==> src/rtl/tdm_demux16.sv <==
// Receive side of the TDM serial link: aligns a slot counter to the frame-sync
// marker, scatters each strobed bit into its slot and publishes whole frames.
module tdm_demux16 #(
    parameter int SEL_W       = 4,
    parameter bit STRICT_SYNC = 1'b1,
    localparam int SLOTS      = 2 ** SEL_W
) (
    input  logic             clk,
    input  logic             rst_n,
    input  logic             en,
    input  logic             sync,
    input  logic             din,
    output logic [SLOTS-1:0] out,
    output logic             out_valid,
    output logic [SEL_W-1:0] slot,
    output logic             locked,
    output logic             sync_err
);

    typedef enum logic [0:0] {
        ST_HUNT   = 1'b0,
        ST_LOCKED = 1'b1
    } state_t;

    localparam logic [SEL_W-1:0] SLOT_ZERO = {SEL_W{1'b0}};
    localparam logic [SEL_W-1:0] SLOT_LAST = {SEL_W{1'b1}};
    localparam logic [SEL_W-1:0] SLOT_ONE  = SLOT_ZERO + {{(SEL_W-1){1'b0}}, 1'b1};

    state_t             state_r;
    state_t             state_nxt_s;
    logic [SEL_W-1:0]   slot_r;
    logic [SEL_W-1:0]   slot_nxt_s;
    logic [SLOTS-1:0]   asm_r;
    logic [SLOTS-1:0]   asm_nxt_s;
    logic [SLOTS-1:0]   out_r;
    logic [SLOTS-1:0]   out_nxt_s;
    logic               valid_r;
    logic               valid_nxt_s;
    logic               err_r;
    logic               err_nxt_s;

    // State register
    always_ff @(posedge clk or negedge rst_n) begin
        if (!rst_n) begin
            state_r <= ST_HUNT;
        end else begin
            state_r <= state_nxt_s;
        end
    end

    // Next-state logic: lock on a qualified sync, drop lock on a missing one in strict mode
    always_comb begin
        state_nxt_s = state_r;
        case (state_r)
            ST_HUNT: begin
                if (en && sync) begin
                    state_nxt_s = ST_LOCKED;
                end else begin
                    state_nxt_s = ST_HUNT;
                end
            end
            ST_LOCKED: begin
                if (en && !sync && (slot_r == SLOT_ZERO) && (STRICT_SYNC == 1'b1)) begin
                    state_nxt_s = ST_HUNT;
                end else begin
                    state_nxt_s = ST_LOCKED;
                end
            end
            default: begin
                state_nxt_s = ST_HUNT;
            end
        endcase
    end

    // Datapath next values: slot tracking, bit scatter, frame publication and error pulse
    always_comb begin
        slot_nxt_s  = slot_r;
        asm_nxt_s   = asm_r;
        out_nxt_s   = out_r;
        valid_nxt_s = 1'b0;
        err_nxt_s   = 1'b0;
        if (en) begin
            case (state_r)
                ST_HUNT: begin
                    if (sync) begin
                        asm_nxt_s[0] = din;
                        slot_nxt_s   = SLOT_ONE;
                    end else begin
                        slot_nxt_s   = SLOT_ZERO;
                    end
                end
                ST_LOCKED: begin
                    if (sync) begin
                        // A sync anywhere but slot 0 abandons the partial frame and realigns
                        err_nxt_s    = (slot_r != SLOT_ZERO);
                        asm_nxt_s[0] = din;
                        slot_nxt_s   = SLOT_ONE;
                    end else if ((slot_r == SLOT_ZERO) && (STRICT_SYNC == 1'b1)) begin
                        err_nxt_s    = 1'b1;
                        slot_nxt_s   = SLOT_ZERO;
                    end else begin
                        asm_nxt_s[slot_r] = din;
                        slot_nxt_s        = slot_r + SLOT_ONE;
                        if (slot_r == SLOT_LAST) begin
                            out_nxt_s   = asm_nxt_s;
                            valid_nxt_s = 1'b1;
                        end else begin
                            out_nxt_s   = out_r;
                            valid_nxt_s = 1'b0;
                        end
                    end
                end
                default: begin
                    slot_nxt_s = SLOT_ZERO;
                end
            endcase
        end else begin
            slot_nxt_s = slot_r;
        end
    end

    // Datapath registers; everything clears immediately on reset
    always_ff @(posedge clk or negedge rst_n) begin
        if (!rst_n) begin
            slot_r  <= SLOT_ZERO;
            asm_r   <= {SLOTS{1'b0}};
            out_r   <= {SLOTS{1'b0}};
            valid_r <= 1'b0;
            err_r   <= 1'b0;
        end else begin
            slot_r  <= slot_nxt_s;
            asm_r   <= asm_nxt_s;
            out_r   <= out_nxt_s;
            valid_r <= valid_nxt_s;
            err_r   <= err_nxt_s;
        end
    end

    assign out       = out_r;
    assign out_valid = valid_r;
    assign slot      = slot_r;
    assign locked    = (state_r == ST_LOCKED);
    assign sync_err  = err_r;

endmodule
==> config.mk <==
export PLATFORM = sky130hd
export DESIGN_NAME = tdm_demux16
export DESIGN_NICKNAME = d
export VERILOG_FILES = /design/src/rtl/tdm_demux16.sv
export SDC_FILE = /design/constraint.sdc
export NUM_CORES = 1
export LEC_CHECK = 0
export ABC_AREA = 0
export ABC_CLOCK_PERIOD_IN_PS = 6300
export BUFFER_PORTS_ARGS = -buffer_cell sky130_fd_sc_hd__buf_4
export CORE_UTILIZATION = 40
export DETAILED_ROUTE_END_ITERATION = 8
export PLACE_DENSITY_LB_ADDON = 0.08
export REMOVE_ABC_BUFFERS = 1
export SYNTH_ARGS = -nofsm -noshare
export SYNTH_HDL_FRONTEND = slang
export SYNTH_SLANG_ARGS = --single-unit
==> constraint.sdc <==
create_clock -name clk -period 6.3 [get_ports clk]
set_input_delay 0.315 -clock clk [delete_from_list [all_inputs] [get_ports clk]]
set_output_delay 0.315 -clock clk [all_outputs]
set_load 0.02 [all_outputs]
==> run summary, run 1 <==
DRC: 0
wire length on met3: 79 µm
fin crit share: 0.4205
placed cell area: 0.002230 mm²
Synth Flop Type: dfrtp_1
pwr dens: 244.6 mW/mm²
clock tree from TritonCTS: built
clk buf depth: 2
die height: 73.80 µm
#FFs+latches synth: 38
vias per inst: 5.096
final worst path period need: 2.649 ns
final setup vio count: 0
skew final: 0.003477 ns
Avg WL per Cell: 15.18 µm
WHS: -0.003654 ns
Rows: 25
Hold Buf Count CTS: 0
CP Capture Type: register
Iteration-0 DRC Markers: 64
Initial Util: 0.4253
worst skew pair latency: 0.28 ns
Top Layer Used: met4
slew margin rel.: 0.4821
Max-Cap Viols: 0
Synth-to-Final Area Change: 12.56%
H-tree depth: 2
Max Clk Rate: 377.5 MHz
Avg Inst Size Synth: 12.65 µm²
core box area: 0.004848 mm²
share of the synthesized area in the top cell type: 0.4612
CP max-delay cell: or3b_2
Post-Route Utilization: 0.4787
Synth Instances: 163
Worst Path Max Fanout: 14
root buffer cell: clkbuf_8
Critical Path Stages: 7
sequential area share after synthesis: 0.4612
top-count cell post-synth: dfrtp_1
unrepaired setup endpoints after global routing: no
Setup TNS: 0 ns
crit path cell chain: inv_1 -> ha_1 -> or3b_2 -> ha_1 -> and3_1 -> nand4_1 -> mux2_2
synth cell count leaders: 38 x dfrtp_1, 25 x mux2_2, 18 x nand3_1
Area contributors post-synth: dfrtp_1 46%, mux2_2 14%, mux2_4 12%
crit path launch type: register
VDD IR-drop max: 0.1297 mV
total clock buffers created by CTS: 5
Tightest Hold Check Type: input port to async pin
diode count: 0
layout cells sized above 1: 0.4372
vias in the first global route: 1251
Final HPWL DP: 2.452 mm
Post-Route WL: 3.796 mm
status: finished with violations
post-synthesis cell type count: 32
Post CTS Setup Buffer Count: 0
post-cts repair resize count: 0
kind of critical path: register to register
GRT Total Usage: 0.1572
Reg2Reg Depth: 7
routed length on met1: 1.811 mm
post-synthesis async set-or-reset flop share: 1.000
met2 routed WL: 1.841 mm
first-pass GRT wire length: 6.396 mm
Final Hold Violating Endpoints: 15
gr ovfl total: 0
Die ar.: 0.005446 mm²
Port Buffers: 27
Clock Pin Slew Worst Setup and Hold Paths: 0.07 ns
Yosys top cell by area: dfrtp_1
Die W: 73.80 µm
via count: 1274
Pre-Repair DR Iteration Count: 4
Synth Cell Area: 0.002062 mm²
worst stage delay on the critical path: 0.53 ns
pin count of the biggest net entering global routing: 39
clock sink count: 38
Ys Warns: 0
Worst path top cell family by delay: simple AND/OR/NAND/NOR gates
Worst EP required: 6.47 ns
Slew @ Worst Pin: 0.7769 ns
number of synthesized flops with an enable pin: 0
crit-path most repeated cell: ha_1
Final Wtd Congestion: 0.8705
CP Buf/Inv Count: 1
initial antenna violation count: 0
Lkg Pwr: 0.001115 µW
Final ANT Viol Nets: 0
final instance area: 0.002321 mm²
Final nets: 192
Arr. time, crit path: 2.82 ns
failing checks: hold timing
FILL cells: 444
I/O pin count: 28
Slew Limit Fails: 0
==> where the power goes <==
group	total [µW]	leakage (µW)	internal [µW]	switching [µW]
sequential	285	0.000516	264	20.7
combinational	110	0.000551	54.7	55.6
clock	172	0.0000482	88.3	83.9
==> final cells by class <==
| cell class | count | area (µm²) | area share |
|---|---|---|---|
| clock buffer | 7 | 86.33 | 0.03720 |
| clock inverter | 1 | 5.005 | 0.002156 |
| inverter | 4 | 15.01 | 0.006469 |
| multi-input combinational | 106 | 977.2 | 0.4210 |
| sequential | 38 | 950.9 | 0.4097 |
| tap | 67 | 83.83 | 0.03612 |
| timing repair buffer | 27 | 202.7 | 0.08733 |
==> sequential cells by signal, indices dropped and copies added (netlist names) <==
register   cells
out           16
asm_r         15
slot           4
locked         1
out_valid      1
sync_err       1
==> routing by layer <==
metal	vias up	GRT usage
li1	621	-
met1	629	0.2153
met2	18	0.2406
met3	6	0.03292
met4	0	0.06624
met5	-	0
==> cells by family after synthesis <==
group                      after synthesis  share of synthesized area
AOI/OAI and AO/OA                        7                    0.02124
and+or+nand+nor                         48                     0.1414
buffers and inverters                   19                    0.06492
xor gates and xnor gates                 1                   0.004248
adders and majority gates                5                    0.03034
DFF                                     38                     0.4612
muxes                                   45                     0.2767
==> cells in the final DEF (no fill, tap or decap) <==
cell type   n
nor2b_1     1
buf_4      27
and3_1      2
nor2_1      2
clkinv_2    1
nor3_1      1
dfrtp_1    38
xor2_1      1
nand3b_1    9
nand3_1    18
ha_1        5
mux2_2     25
a31oi_1     1
nor2_4      1
or3b_2      1
mux2_4     17
nand4_1     4
nor3b_1     3
a22o_1      1
o22ai_1     1
nand2_1     3
inv_1       4
clkbuf_1    1
o21a_1      1
mux2_1      3
nand2b_1    1
o21ai_0     1
clkbuf_8    6
a21oi_1     2
and2b_2     2
==> metrics by stage <==
step                      setup WS, ns  cells  total power (µW)
after detailed placement         3.687    242             401.4
after CTS                        3.673    250             575.9
after floorplan                  3.859    148             361.1
after global placement           3.785    242             396.8
after global routing             3.511    250             600.4
final                            3.651    250             567.8
==> path summary, 6_finish.rpt <==
check / from / to / slack, ns
max in group asynchronous: rst_n / out[15] / 5.96
min in group clk: sync / out_valid / 0.23
setup / recovery: slot[0] / asm_r[12] / 3.65
hold / removal: rst_n / out[8] / -0.004
hold reg to reg: asm_r[4] / asm_r[4] / 0.50
setup reg to reg: slot[0] / asm_r[12] / 3.65
(Power assumes the default switching activity.)
==> inputs of run 2 (changes only) <==
--- a/config.mk
+++ b/config.mk
@@ -5,8 +5,8 @@
 export SDC_FILE = /design/constraint.sdc
 export NUM_CORES = 1
 export LEC_CHECK = 0
-export ABC_AREA = 0
-export ABC_CLOCK_PERIOD_IN_PS = 6300
+export ABC_AREA = 1
+export ABC_CLOCK_PERIOD_IN_PS = 2200
 export BUFFER_PORTS_ARGS = -buffer_cell sky130_fd_sc_hd__buf_4
 export CORE_UTILIZATION = 40
 export DETAILED_ROUTE_END_ITERATION = 8
==> constraint.sdc (replaced) <==
create_clock -name clk -period 2.2 [get_ports clk]
set_input_delay 0.11 -clock clk [delete_from_list [all_inputs] [get_ports clk]]
set_output_delay 0.11 -clock clk [all_outputs]
set_load 0.02 [all_outputs]
==> run 2 against run 1 <==
Against the previous run:
- the flow now finishes without violations
- total power rose to 3.6 times the previous value
- clock power increased to 3.2 times the previous value
- first-iteration DRC count grew 3.1%
- non-clock buffer count is 6 higher
- via count increased by 16%
- routed wire length is 2.5% higher
- worst setup slack lost 3.4 ns
- clock-buffer cell count increased by 1
- global-route usage grew 0.76 points
==> run summary, run 2 <==
Avg Inst Size Synth: 8.160 µm² (-35%)
#FFs+latches synth: 38 (unchanged)
Final Wtd Congestion: 0.8434 (-3.1%)
worst skew pair latency: 0.28 ns (about the same)
worst stage delay on the critical path: 0.41 ns (-0.12 ns)
Worst path top cell family by delay: simple AND/OR/NAND/NOR gates
Max-Cap Viols: 0 (unchanged)
wire length on met3: 141 µm (+78%)
gr ovfl total: 0 (unchanged)
unrepaired setup endpoints after global routing: no
layout cells sized above 1: 0.1877 (-0.2494)
crit path cell chain: inv_1 -> ha_1 -> nand2_2 -> ha_1 -> inv_1 -> nor2_8 -> nand3_4 -> nand2_1 -> o21ai_1
Synth Flop Type: dfrtp_1
vias in the first global route: 1295 (+3.5%)
initial antenna violation count: 0 (unchanged)
Final nets: 270 (+41%)
Port Buffers: 27 (unchanged)
Avg WL per Cell: 12.43 µm (-18%)
fin crit share: 0.8806 (+0.4602)
Final ANT Viol Nets: 0 (unchanged)
Area contributors post-synth: dfrtp_1 51%, nand2_1 17%, o21ai_1 5.6%
synth cell count leaders: 82 x nand2_1, 38 x dfrtp_1, 23 x inv_1
final worst path period need: 1.937 ns (-0.7115 ns)
top-count cell post-synth: nand2_1
Post-Route WL: 3.892 mm (+2.5%)
Worst Path Max Fanout: 15 (+1)
post-synthesis cell type count: 18 (-44%)
Top Layer Used: met4
final setup vio count: 0 (unchanged)
H-tree depth: 2 (unchanged)
Die ar.: 0.004928 mm² (-9.5%)
post-synthesis async set-or-reset flop share: 1.000 (unchanged)
CP Capture Type: register
Final WS setup: 0.2626 ns (-3.388 ns)
Synth-to-Final Area Change: 20.78%
Post CTS Setup Buffer Count: 0 (unchanged)
Initial Util: 0.4215 (-0.003805)
FILL cells: 433 (-2.5%)
skew final: 0.004616 ns (+0.001139 ns)
Synth Cell Area: 0.001861 mm² (-9.8%)
routed length on met1: 1.977 mm (+9.2%)
Tightest Hold Check Type: input port to register
root buffer cell: clkbuf_8
Setup TNS: 0 ns (unchanged)
Die W: 70.20 µm (-4.9%)
number of synthesized flops with an enable pin: 0 (unchanged)
clock tree from TritonCTS: built
die height: 70.20 µm (-4.9%)
DRC: 0 (unchanged)
sequential area share after synthesis: 0.5111 (+0.04993)
total clock buffers created by CTS: 5 (unchanged)
Storage cell area: 950.9 µm² (unchanged)
Clock Pin Slew Worst Setup and Hold Paths: 0.07 ns (about the same)
status: finished clean
Multi-input gate area: 763.2 µm² (-22%)
Max Clk Rate: 516.2 MHz (+37%)
Largest register FFs: 16 (unchanged)
most frequent cells in the layout: 81 x nand2_1, 38 x dfrtp_1, 31 x buf_4
Worst EP required: 2.36 ns (-4.11 ns)
Yosys top cell by area: dfrtp_1
diode count: 0 (unchanged)
Rows: 24 (-4.0%)
Iteration-0 DRC Markers: 66 (+3.1%)
GRT Total Usage: 0.1648 (+0.007572)
VDD IR-drop max: 0.5043 mV (+290%)
clock sink count: 38 (unchanged)
Ys Warns: 0 (unchanged)
pin count of the biggest net entering global routing: 39 (unchanged)
crit path launch type: register
via count: 1474 (+16%)
pwr dens: 900.1 mW/mm² (+270%)
kind of critical path: register to register
Synth Instances: 228 (+40%)
Arr. time, crit path: 2.10 ns (-0.72 ns)
vias per inst: 4.709 (-7.6%)
slew margin rel.: 0.6855 (+0.2035)
Pre-Repair DR Iteration Count: 4 (unchanged)
met2 routed WL: 1.764 mm (-4.2%)
CP max-delay cell: dfrtp_1
Lkg Pwr: 0.001155 µW (+3.6%)
I/O pin count: 28 (unchanged)
first-pass GRT wire length: 6.285 mm (-1.7%)
clk buf depth: 2 (unchanged)
most common cell after layout, fill and taps aside: nand2_1
Slew @ Worst Pin: 0.4717 ns (-0.3052 ns)
Slew Limit Fails: 0 (unchanged)
pre-CTS setup slack: 0.1516 ns (-3.535 ns)
Final Hold Violating Endpoints: 0 (-15)
Final HPWL DP: 2.563 mm (+4.5%)
CP Buf/Inv Count: 2 (+1)
core box area: 0.004414 mm² (-9.0%)
share of the synthesized area in the top cell type: 0.5111 (+0.04993)
run 2: cell count changes in the layout (fill, tap and decap cells not counted), moves of 3 or more:
| cell | change |
|---|---|
| buf_4 | +4 |
| nor3b_1 | -3 |
| mux2_2 | -25 |
| o21ai_0 | +16 |
| mux2_4 | -17 |
| nand2_1 | +78 |
| nand2_2 | +3 |
| mux2_1 | -3 |
| nand3b_1 | -9 |
| o21ai_1 | +21 |
| inv_1 | +19 |
| nand4_1 | -4 |
run 2: cell families after synthesis:
kind of cell             after synthesis  share of synthesized area
AO/OA/AOI/OAI                         41                     0.1103
buffers and inverters                 35                    0.08944
AND/OR/NAND/NOR                      109                     0.2556
adder cells (fa/ha/maj)                5                    0.03362
flip-flops                            38                     0.5111
run 2: path summary, 6_finish.rpt:
check	from	depth (start not counted)	slack, ns	to
worst max-delay path	slot[0]	9	0.26	out[3]
worst min-delay path	en	2	0.1	slot[1]
worst max register to register	slot[0]	9	0.26	out[3]
worst min register to register	out[13]	2	0.48	out[13]
max in group asynchronous	rst_n	2	1.55	locked
min in group asynchronous	rst_n	2	0.33	slot[2]
run 2: through the flow:
stage	power (µW)	cells	hold WS [ns]	utilization	area [µm²]
CTS	2039	312	0.09507	0.5040	2225
floorplan	1279	219	-0.1856	-	1797
global placement	1470	302	0.1150	0.4745	2095
global route	2175	313	0.09652	0.5091	2247
detailed placement	1476	302	0.1117	0.4745	2095
finish	2023	313	0.09605	0.5091	2247
run 2: what timing repair did:
item                                   CTS  global route
setup endpoints to repair                0            30
hold buffers                             2             0
endpoints found under the hold margin   39             0
resized for setup                        0             4
run 2: metal layers:
layer / vias up / track usage
li1: 781 / -
met1: 667 / 0.2336
met2: 24 / 0.2479
met3: 2 / 0.04473
met4: 0 / 0.04667
met5: - / 0
run 2: report_power, final:
part	switching [µW]	internal, µW	leakage [µW]
combinational	389	216	0.000582
sequential	63.2	804	0.000516
clock	234	316	0.0000575
run 2: cell type report:
| type | count | share of cell area |
|---|---|---|
| multi-input combinational | 156 | 0.3396 |
| timing repair buffer | 33 | 0.1125 |
| tap | 52 | 0.02895 |
| sequential | 38 | 0.4232 |
| clock buffer | 8 | 0.04900 |
| inverter | 26 | 0.04677 |
==> inputs of run 3 (changes only) <==
--- a/config.mk
+++ b/config.mk
@@ -5,9 +5,9 @@
 export SDC_FILE = /design/constraint.sdc
 export NUM_CORES = 1
 export LEC_CHECK = 0
-export ABC_AREA = 1
 export ABC_CLOCK_PERIOD_IN_PS = 2200
 export BUFFER_PORTS_ARGS = -buffer_cell sky130_fd_sc_hd__buf_4
+export CAP_MARGIN = 20
 export CORE_UTILIZATION = 40
 export DETAILED_ROUTE_END_ITERATION = 8
 export PLACE_DENSITY_LB_ADDON = 0.08
==> run 3 against run 2 <==
Against the previous run:
- worst hold slack worse by 0.048 ns
- clock-buffer cell count is 1 lower
- clock skew is 0.0023 ns higher
- clock power is 10% lower
- non-clock buffer count is 6 higher
- sequential cell count stayed put
- critical path type unchanged
- sequential share of layout area is 3.2 points lower
- highest routed layer unchanged
==> run summary, run 3 (synthesis gave the netlist of run 1 again) <==
status: finished clean
Post-Route Utilization: 0.5019 (-0.007135)
layout cells sized above 1: 0.4769 (+0.2892)
clk buf depth: 2 (unchanged)
Iteration-0 DRC Markers: 61 (-7.6%)
Final nets: 204 (-24%)
Clock Pin Slew Worst Setup and Hold Paths: 0.07 ns (about the same)
fin cells: 262 (-16%)
Largest register FFs: 16 (unchanged)
pre-CTS setup slack: -0.04398 ns (-0.1956 ns)
Tightest Hold Check Type: input port to register
VDD IR-drop max: 0.2584 mV (-49%)
Hold Path End: out_valid
FILL cells: 437 (+0.92%)
WHS: 0.04813 ns (-0.04792 ns)
Rows: 25 (+4.2%)
vias in the first global route: 1466 (+13%)
crit path launch type: register
Worst Path Max Fanout: 14 (-1)
GRT Total Usage: 0.1676 (+0.002829)
Synth-to-Final Area Change: 18.02%
first-pass GRT wire length: 6.810 mm (+8.4%)
vias per inst: 5.095 (+8.2%)
Final Hold Violating Endpoints: 0 (unchanged)
I/O pin count: 28 (unchanged)
final setup vio count: 0 (unchanged)
Initial Util: 0.4253 (+0.003805)
Final WS setup: 0.1229 ns (-0.1398 ns)
Max-Cap Viols: 0 (unchanged)
crit path cell chain: inv_1 -> ha_1 -> or3b_2 -> ha_2 -> and3_4 -> nand3_1 -> mux2_2
unrepaired setup endpoints after global routing: no
gr ovfl total: 0 (unchanged)
pwr dens: 690.6 mW/mm² (-23%)
Lkg Pwr: 0.001175 µW (+1.7%)
FF-to-FF Start: slot[0]
kind of critical path: register to register
hold depth: 2 (unchanged)
Max Clk Rate: 481.4 MHz (-6.7%)
Reg2Reg Depth: 7 (-2)
worst stage delay on the critical path: 0.47 ns (+0.06 ns)
Pre-Repair DR Iteration Count: 4 (unchanged)
skew final: 0.006960 ns (+0.002344 ns)
diode count: 0 (unchanged)
most frequent cells in the layout: 38 x dfrtp_1, 37 x buf_4, 25 x mux2_2
placed insts: 251 (-17%)
die height: 73.80 µm (+5.1%)
via count: 1335 (-9.4%)
Arr. time, crit path: 2.25 ns (+0.15 ns)
root buffer cell: clkbuf_8
DRC: 0 (unchanged)
worst skew pair latency: 0.28 ns (about the same)
pin count of the biggest net entering global routing: 39 (unchanged)
Port Buffers: 27 (unchanged)
clock tree from TritonCTS: built
Post-Route WL: 4.040 mm (+3.8%)
Die W: 73.80 µm (+5.1%)
Final ANT Viol Nets: 0 (unchanged)
Avg WL per Cell: 15.42 µm (+24%)
fin crit share: 0.9442 (+0.06353)
total clock buffers created by CTS: 5 (unchanged)
Final Wtd Congestion: 0.8504 (+0.83%)
Slew @ Worst Pin: 0.4848 ns (+0.01313 ns)
Worst EP required: 2.37 ns (about the same)
start point of the worst min-delay path: sync
H-tree depth: 2 (unchanged)
most common cell after layout, fill and taps aside: dfrtp_1
R2R Setup Slk: 0.12 ns (-0.14 ns)
CP max-delay cell: or3b_2
core box area: 0.004848 mm² (+9.8%)
slew margin rel.: 0.6768 (-0.008754)
clock sink count: 38 (unchanged)
Slew Limit Fails: 0 (unchanged)
Die ar.: 0.005446 mm² (+11%)
final worst path period need: 2.077 ns (+0.1398 ns)
CP Capture Type: register
Final HPWL DP: 2.594 mm (+1.2%)
initial antenna violation count: 0 (unchanged)
Reg-to-Reg End: asm_r[11]
run 3: power breakdown:
group / internal (µW) / switching [µW] / leakage [µW]
registers: 758 / 37.8 / 0.000516
logic: 191 / 200 / 0.000611
clock network: 253 / 240 / 0.0000482
run 3: routing by layer:
layer | vias to the layer above | track usage | wire [µm]
li1 | 637 | - | -
met1 | 671 | 0.2045 | 1906
met2 | 23 | 0.2854 | 1988
met3 | 4 | 0.04252 | 101
met4 | 0 | 0.05983 | 43
met5 | - | 0 | 0
run 3: worst max-delay path: cells and delay by family (launching register included):
| family | cells | cell delay [ns] |
|---|---|---|
| and+or+nand+nor | 3 | 0.82 |
| DFF | 1 | 0.38 |
| adders and majority gates | 2 | 0.36 |
| muxes | 1 | 0.33 |
| buffers and inverters | 1 | 0.08 |
run 3: how the worst max path moves through the flow:
stage          startpoint         to  slack (ns)  cells past startpoint
2_1_floorplan     slot[0]  asm_r[13]       -0.24                      7
3_3_place_gp      slot[0]  asm_r[11]      -0.004                      7
4_1_cts           slot[0]  asm_r[11]        0.02                      7
3_5_place_dp      slot[0]  asm_r[11]       -0.04                      7
6_report          slot[0]  asm_r[11]        0.12                      7
5_1_grt           slot[1]  asm_r[11]        0.02                      7
run 3: through the flow:
| step | cell area (µm²) | setup TNS, ns | total power, µW |
|---|---|---|---|
| after floorplan | 1943 | -4.793 | 1034 |
| after global placement | 2297 | -0.004526 | 1186 |
| after detailed placement | 2297 | -0.3636 | 1196 |
| after CTS | 2400 | 0 | 1702 |
| after global routing | 2434 | 0 | 1776 |
| final | 2434 | 0 | 1681 |
run 3: layout make-up:
class	instances	area [µm²]	share of cell area
Multi-Input combinational cell	106	984.7	0.4046
Sequential cell	38	950.9	0.3907
Timing Repair Buffer	39	307.8	0.1265
Clock buffer	7	86.33	0.03548
Tap cell	67	83.83	0.03445
Inverter	4	15.01	0.006170
Clock inverter	1	5.005	0.002057
run 3: repair_timing:
action	CTS	global route
gates resized for setup	1	2
setup endpoints to repair	14	30
pin swaps	0	1
hold endpoints to repair	38	0
hold buffers	1	0
setup buffers	0	2
